==> config.mk <==
export PLATFORM = sky130hd
export DESIGN_NAME = vga_timing_gen
export DESIGN_NICKNAME = d
export VERILOG_FILES = /design/src/rtl/vga_timing_gen.sv
export SDC_FILE = /design/constraint.sdc
export NUM_CORES = 1
export LEC_CHECK = 0
export CAP_MARGIN = 20
export CORE_ASPECT_RATIO = 1.2
export CORE_UTILIZATION = 53
export CTS_BUF_LIST = sky130_fd_sc_hd__clkbuf_16
export CTS_CLUSTER_DIAMETER = 50
export DETAILED_ROUTE_END_ITERATION = 7
export PLACE_DENSITY_LB_ADDON = 0.12
export REMOVE_ABC_BUFFERS = 1
export SYNTH_ARGS = -nofsm -noshare
export SYNTH_HDL_FRONTEND = slang
export SYNTH_SLANG_ARGS = --single-unit
==> constraint.sdc <==
create_clock -name clk -period 4.7 [get_ports clk]
set_clock_uncertainty 0.2 [all_clocks]
set_input_delay 0.94 -clock clk [delete_from_list [all_inputs] [get_ports clk]]
set_output_delay 0.94 -clock clk [all_outputs]
set_load 0.005 [all_outputs]
==> src/rtl/vga_timing_gen.sv <==
// VGA raster timing source: pixel-enable divider, h/v counters, sync/bright decode,
// a vertical-region FSM, and a per-frame tick with a wrapping frame counter.
//
// state | meaning
// V_ACT | visible lines, vCount 0..V_VISIBLE-1
// V_FP  | vertical front porch
// V_SY  | vertical sync, vSync driven low
// V_BP  | vertical back porch, ends when vCount wraps to 0
module vga_timing_gen #(
  parameter int CLK_DIV   = 4,
  parameter int H_VISIBLE = 640,
  parameter int H_FRONT   = 16,
  parameter int H_SYNC    = 96,
  parameter int H_BACK    = 48,
  parameter int V_VISIBLE = 480,
  parameter int V_FRONT   = 10,
  parameter int V_SYNC    = 2,
  parameter int V_BACK    = 33
) (
  input  logic        clk,
  input  logic        reset,
  output logic [9:0]  hCount,
  output logic [9:0]  vCount,
  output logic        bright,
  output logic        hSync,
  output logic        vSync,
  output logic        pix_en,
  output logic        frame_tick,
  output logic [15:0] frame_count
);

  localparam int H_TOTAL   = H_VISIBLE + H_FRONT + H_SYNC + H_BACK;
  localparam int V_TOTAL   = V_VISIBLE + V_FRONT + V_SYNC + V_BACK;
  localparam int HS_START  = H_VISIBLE + H_FRONT;
  localparam int HS_END    = HS_START + H_SYNC;
  localparam int VFP_START = V_VISIBLE;
  localparam int VSY_START = V_VISIBLE + V_FRONT;
  localparam int VBP_START = VSY_START + V_SYNC;

  localparam logic [3:0]  DIV_LAST   = 4'(CLK_DIV - 1);
  localparam logic [9:0]  H_LAST     = 10'(H_TOTAL - 1);
  localparam logic [9:0]  V_LAST     = 10'(V_TOTAL - 1);
  localparam logic [9:0]  H_VIS_LAST = 10'(H_VISIBLE - 1);
  localparam logic [9:0]  V_VIS_LAST = 10'(V_VISIBLE - 1);
  // 11-bit bounds so a region end equal to 1024 still compares correctly
  localparam logic [10:0] H_VIS_W    = 11'(H_VISIBLE);
  localparam logic [10:0] V_VIS_W    = 11'(V_VISIBLE);
  localparam logic [10:0] HS_START_W = 11'(HS_START);
  localparam logic [10:0] HS_END_W   = 11'(HS_END);
  localparam logic [10:0] VFP_W      = 11'(VFP_START);
  localparam logic [10:0] VSY_W      = 11'(VSY_START);
  localparam logic [10:0] VBP_W      = 11'(VBP_START);

  if (H_TOTAL > 1024 || V_TOTAL > 1024) begin : g_bad_total
    $error("vga_timing_gen: H_TOTAL and V_TOTAL must each be <= 1024");
  end
  if (CLK_DIV < 1 || CLK_DIV > 16) begin : g_bad_div
    $error("vga_timing_gen: CLK_DIV must be within 1..16");
  end

  typedef enum logic [1:0] {V_ACT, V_FP, V_SY, V_BP} v_state_e;

  logic [3:0]  div_q, div_d;
  logic [9:0]  h_count_q, h_count_d;
  logic [9:0]  v_count_q, v_count_d;
  logic [15:0] frame_count_q, frame_count_d;
  v_state_e    v_state_q, v_state_d;

  logic pix_en_w;
  logic line_end;
  logic tick_w;
  logic v_sync_w;
  logic h_sync_w;
  logic bright_w;

  always_comb begin
    pix_en_w  = (div_q == DIV_LAST);
    line_end  = pix_en_w && (h_count_q == H_LAST);
    tick_w    = pix_en_w && (h_count_q == H_VIS_LAST) && (v_count_q == V_VIS_LAST);

    div_d = pix_en_w ? 4'd0 : div_q + 4'd1;

    h_count_d = h_count_q;
    if (pix_en_w) begin
      h_count_d = (h_count_q == H_LAST) ? 10'd0 : h_count_q + 10'd1;
    end

    v_count_d = v_count_q;
    if (line_end) begin
      v_count_d = (v_count_q == V_LAST) ? 10'd0 : v_count_q + 10'd1;
    end

    frame_count_d = frame_count_q + {15'd0, tick_w};
  end

  // FSM next state: look at the new line number so the state flips on the same edge
  always_comb begin
    v_state_d = v_state_q;
    if (line_end) begin
      unique case (v_state_q)
        V_ACT:   if ({1'b0, v_count_d} == VFP_W) v_state_d = V_FP;
        V_FP:    if ({1'b0, v_count_d} == VSY_W) v_state_d = V_SY;
        V_SY:    if ({1'b0, v_count_d} == VBP_W) v_state_d = V_BP;
        V_BP:    if (v_count_d == 10'd0)         v_state_d = V_ACT;
        default: v_state_d = V_ACT;
      endcase
    end
  end

  always_ff @(posedge clk) begin
    if (reset) begin
      div_q         <= 4'd0;
      h_count_q     <= 10'd0;
      v_count_q     <= 10'd0;
      frame_count_q <= 16'd0;
      v_state_q     <= V_ACT;
    end else begin
      div_q         <= div_d;
      h_count_q     <= h_count_d;
      v_count_q     <= v_count_d;
      frame_count_q <= frame_count_d;
      v_state_q     <= v_state_d;
    end
  end

  always_comb begin
    v_sync_w = 1'b1;
    if (v_state_q == V_SY) v_sync_w = 1'b0;
  end

  always_comb begin
    h_sync_w = !(({1'b0, h_count_q} >= HS_START_W) && ({1'b0, h_count_q} < HS_END_W));
    bright_w = ({1'b0, h_count_q} < H_VIS_W) && ({1'b0, v_count_q} < V_VIS_W);
  end

  assign hCount      = h_count_q;
  assign vCount      = v_count_q;
  assign bright      = bright_w;
  assign hSync       = h_sync_w;
  assign vSync       = v_sync_w;
  assign pix_en      = pix_en_w;
  assign frame_tick  = tick_w;
  assign frame_count = frame_count_q;

  function automatic v_state_e region_of(logic [9:0] v);
    if ({1'b0, v} < VFP_W) return V_ACT;
    if ({1'b0, v} < VSY_W) return V_FP;
    if ({1'b0, v} < VBP_W) return V_SY;
    return V_BP;
  endfunction

  a_state_matches_line: assert property (@(posedge clk) disable iff (reset)
    v_state_q == region_of(v_count_q));

  a_tick_in_active: assert property (@(posedge clk) disable iff (reset)
    tick_w |-> (v_state_q == V_ACT));

endmodule

[Word-level counts from Yosys, hierarchy flattened]
Index checks and enable logic that the tools add are counted.
Cells by class
  $add $sub $neg: 4
  shift operators: 0
  multipliers: 0
  div/mod/pow operators: 0
  reduce and logical (&&, ||, !) cells: 10
  mux-type cells: 9
  equality and inequality tests: 15
  $lt $le $gt $ge: 4
  bitwise gates (word level): 0
Operators by type and width (count)
  10-bit by 9-bit equality test with 1-bit output, second input constant: 4
  10-bit equality test, second input constant: 3
  10-bit two-way mux: 3
  10-bit by 1-bit adder with 10-bit output, second input constant: 2
  10-bit less-than comparator, second input constant: 2
  16-bit by 1-bit adder with 16-bit output: 1
  10-bit greater-or-equal comparator, second input constant: 1
  10-bit zero test: 1
  10-bit by 9-bit less-than comparator with 1-bit output, second input constant: 1
  2-bit two-way mux: 4
  2-bit != test, second input constant: 4
  2-bit one-hot mux with 4 select lines: 1
  1-bit logical AND: 5
  5-bit AND reduction: 1
  4-bit by 1-bit adder with 4-bit output, second input constant: 1
  2-bit equality test, second input constant: 2
  4-bit by 2-bit equality test with 1-bit output, second input constant: 1
  2-bit by 1-bit equality test with 1-bit output, second input constant: 1
  2-bit zero test: 1
  2-bit OR reduction: 1
  1-bit zero test: 1
  1-bit two-way mux: 1
Storage, ports and cells
  input port bits: 2
  flip-flop bits (word level): 42
  memory bits (writable): 0
  memories kept: 0
  output and inout port bits: 41
  latch bits: 0
  word-level logic and storage cells: 47
  bits in read-only memories: 0

[Logic depth before layout (Yosys ltp)]
  word-level depth: 6
  mapped depth: 13
  gate-level depth less buffers: 11

[Least setup slack after synthesis]
Ideal clock, no wire load.
  path kind: reg-to-reg
  from: register v_count_q[6], in the netlist vCount[6]
  to: register frame_count_q[6], in the netlist frame_count[6]
  period minus slack after synthesis: 2.849 ns
  cell stages (with the launch flop): 13
  buffers on the path: 2
  arrival time: 2.521 ns
  path slack: 1.851 ns
  path through: dfxtp_1 clkbuf_2 nor4bb_1 nand2_1 or4_1 nor3_1 ha_1 ha_1 and2_1 clkbuf_1 nand4_1 xor2_1 nor2_1
Between the ends
  cells in the longest elaborated chain, start to end: 3
Ends and longest elaborated chain
  start, declared: RTL line 65  | logic [9:0] v_count_q, v_count_d;
  start signal, assigned: RTL line 120  | v_count_q <= v_count_d;
  10-bit by 9-bit equality test with 1-bit output: RTL line 79  | tick_w = pix_en_w && (h_count_q == H_VIS_LAST) && (v_count_q == V_VIS_LAST);
  1-bit logical AND: RTL line 79
  net frame_tick: RTL line 28  | output logic frame_tick,
  16-bit by 1-bit adder with 16-bit output: RTL line 93  | frame_count_d = frame_count_q + {15'd0, tick_w};
  end signal, assigned: RTL line 121  | frame_count_q <= frame_count_d;
  end, declared: RTL line 66  | logic [15:0] frame_count_q, frame_count_d;
The timed path passes the listed nets, and every way through them passes these cells.
A chain may end at the register's enable or synchronous reset.

[Worst setup path in the final report]
  from: register v_count_q[6], in the netlist vCount[6]
  to: output frame_tick
Between the ends
  cells in the longest elaborated chain, start to end: 2
Ends and longest elaborated chain (RTL line)
  10-bit by 9-bit equality test with 1-bit output: 79
  1-bit logical AND: 79
  end, declared: 28
No other way between the ends.

==> impl_metrics.env <==
export IMPL_cts_clk_slew_worst_paths_ns=0.06
export IMPL_path_class="flop to output port"
export IMPL_grt_total_usage=0.237
export IMPL_fin_crit_ns=3.63
export IMPL_leakage_nw=1.03
export IMPL_numPortBuffers=42
export IMPL_die_area_um2=4740
export IMPL_drt_total_wl_um=5400
export IMPL_tns_ns=0
export IMPL_min_from="div_q[0]"
export IMPL_clock_fmax_mhz=275
export IMPL_power_per_cell_area_nw_per_um2=240
export IMPL_fp_dieW_um=63.0
export IMPL_holdWs_ns=0.273
export IMPL_slew_headroom=0.577
export IMPL_vias=2160
export IMPL_synthArstFlopShare=0
export IMPL_ys_types=55
export IMPL_place_area_um2=2800
export IMPL_antenna_found_initial=0
export IMPL_post_place_ws_ns=1.38
export IMPL_layout_drive_gt1_share=0.0505
export IMPL_hold_path_cell_count=1
export IMPL_tightest_slew_ns=0.628
export IMPL_crit_path_max_fanout=9
export IMPL_crit_path_top_delay_cell="clkdlybuf4s50_1"
export IMPL_r2r_setup_slack_ns=1.41
export IMPL_dp_final_hpwl_um=3740
export IMPL_cts_resized=0
export IMPL_cts_buffers=5
export IMPL_ctsHoldBuffers=0
export IMPL_place_gp_congestion=0.836
export IMPL_synthCells=284
export IMPL_coreArea_um2=4260
export IMPL_syn_to_final_growth_pct=23.8
export IMPL_drt_iter0_drc=102
export IMPL_overflow=0
export IMPL_layout_common_cells="42 x dfxtp_1, 42 x clkdlybuf4s50_1, 35 x nor2_1"
export IMPL_tritoncts="done"
export IMPL_cp_top_family="simple AND/OR/NAND/NOR gates"
export IMPL_synth_flop_cell="dfxtp_1"
export IMPL_slowest_delay_ns=0.58
export IMPL_clk_insertion_delay_late_ns=0.28
export IMPL_postRouteAntennaNets=0
export IMPL_vias_per_cell=5.79
export IMPL_synth_area_per_cell_um2=8.34
export IMPL_cap_violations=0
export IMPL_start_util=0.556
export IMPL_rows=26
export IMPL_holdCritPathClass="flop to flop"
export IMPL_num_antenna_cells=0
export IMPL_finalMaxSlewViolations=0
export IMPL_num_nets_final=330
export IMPL_die_h_um=75.3
export IMPL_grt_pass1_vias=1967
export IMPL_drc=0
export IMPL_cp_end_kind="output port"
export IMPL_worstReg2RegEnd="v_state_q[1]"
export IMPL_rr_worst_depth=9
export IMPL_cts_buffer_depth=2
export IMPL_cts_setup_buffers=0
export IMPL_synth_seq_area_share=0.355
export IMPL_finalHoldViolCount=0
export IMPL_wl_per_cell_um=14.5
export IMPL_h_tree_depth=2
export IMPL_ys_warn_count=0
export IMPL_syn_cell_area_um2=2370
export IMPL_ys_ff_latch=42
export IMPL_worstSetupStartpointType="flop"
export IMPL_cts_sinks=42
export IMPL_fin_crit_sh=0.773
export IMPL_synth_edf_count=0
export IMPL_status="finished, final reports clean"
export IMPL_peakVddDrop_mv=0.155
export IMPL_reg2reg_from="div_q[0]"
export IMPL_cp_buffers_inverters=1
export IMPL_critPathRequiredTime_ns=3.56
export IMPL_min_to="div_q[0]"
export IMPL_root_buffer="clkbuf_16"
export IMPL_grt_pass1_wl_um=8770
export IMPL_fin_area_um2=2930
export IMPL_setup_viol=0
export IMPL_first_pass_iters=4
export IMPL_timing_final_ws_setup_ns=1.07
export IMPL_top_level_ports=43
export IMPL_arrival_ns=2.49
export IMPL_finalPower_mw=0.704
export IMPL_crit_chain="nor4bb_1 > nand2_1 > or4_1 > nor3_1 > clkdlybuf4s50_1"
export IMPL_nFillCells=362
export IMPL_grt_start_max_net_pins=45
export IMPL_rsz0062_at_grt="no"
[power by group]
| group | internal [mW] | switching (mW) | total (mW) |
|---|---|---|---|
| clock | 0.192 | 0.132 | 0.324 |
| combinational | 0.00735 | 0.0118 | 0.0191 |
| sequential | 0.359 | 0.00193 | 0.361 |
[how the worst max path moves through the flow]
| stage | start | to | slack, ns | depth (start not counted) |
|---|---|---|---|---|
| CTS | vCount[6] | frame_tick | 1.06 | 5 |
| global route | vCount[6] | frame_tick | 0.94 | 5 |
| detailed placement | vCount[6] | frame_tick | 1.38 | 5 |
| global placement | vCount[6] | frame_tick | 1.40 | 5 |
| finish | vCount[6] | frame_tick | 1.07 | 5 |
| floorplan | div_q[0] | v_state_q[0] | 1.74 | 9 |
[through the flow]
step / util / std cells
floorplan: - / 267
global placement: 0.656 / 366
detailed placement: 0.656 / 366
CTS: 0.688 / 373
global route: 0.688 / 373
finish: 0.688 / 373
[flip-flops by register name, indices dropped and copies added, names as in the netlist]
name / cells
frame_count: 16
hCount: 10
vCount: 10
div_q: 4
v_state_q: 2
[routing by layer]
metal  vias to the layer above  track usage  part of all wire
li1                       1076            -                 -
met3                        10       0.0515             0.038
met1                      1028        0.256              0.42
met4                         0        0.116             0.024
met5                         -            0                 0
met2                        46        0.441              0.51
[Yosys cell counts, types with 3 or more instances]
library cell	n	share of area
a31oi_1	3	0.0079
clkbuf_1	11	0.017
buf_2	4	0.0084
or3_1	5	0.013
xnor2_1	3	0.011
nor2_1	35	0.055
o211ai_1	4	0.013
and4_1	3	0.011
nor2b_1	3	0.0079
nand2_1	19	0.030
nand4_1	9	0.024
xor2_1	23	0.085
and3_1	7	0.018
nand2b_1	5	0.013
o21ai_0	9	0.019
dfxtp_1	42	0.35
nor3_1	13	0.027
a21oi_1	12	0.025
ha_1	11	0.058
nand3_1	11	0.023
inv_1	9	0.014
[layout make-up]
class,count,area (um^2),share of cell area
repair buffers,43,428,0.146
flip-flops and latches,42,841,0.287
clock inverters,2,10.0,0.00341
inverters,9,33.8,0.0115
well taps,56,70.1,0.0239
clock buffers,5,125,0.0427
multi-input cells,216,1430,0.486
[cell families after synthesis]
family                     share of synthesized area
xor gates and xnor gates                      0.0961
adders and majority gates                     0.0581
muxes                                        0.00845
and+or+nand+nor                                0.300
AOI/OAI and AO/OA                              0.138
DFF                                            0.355
buffers and inverters                         0.0438
Power figures use the tool's default switching activity.
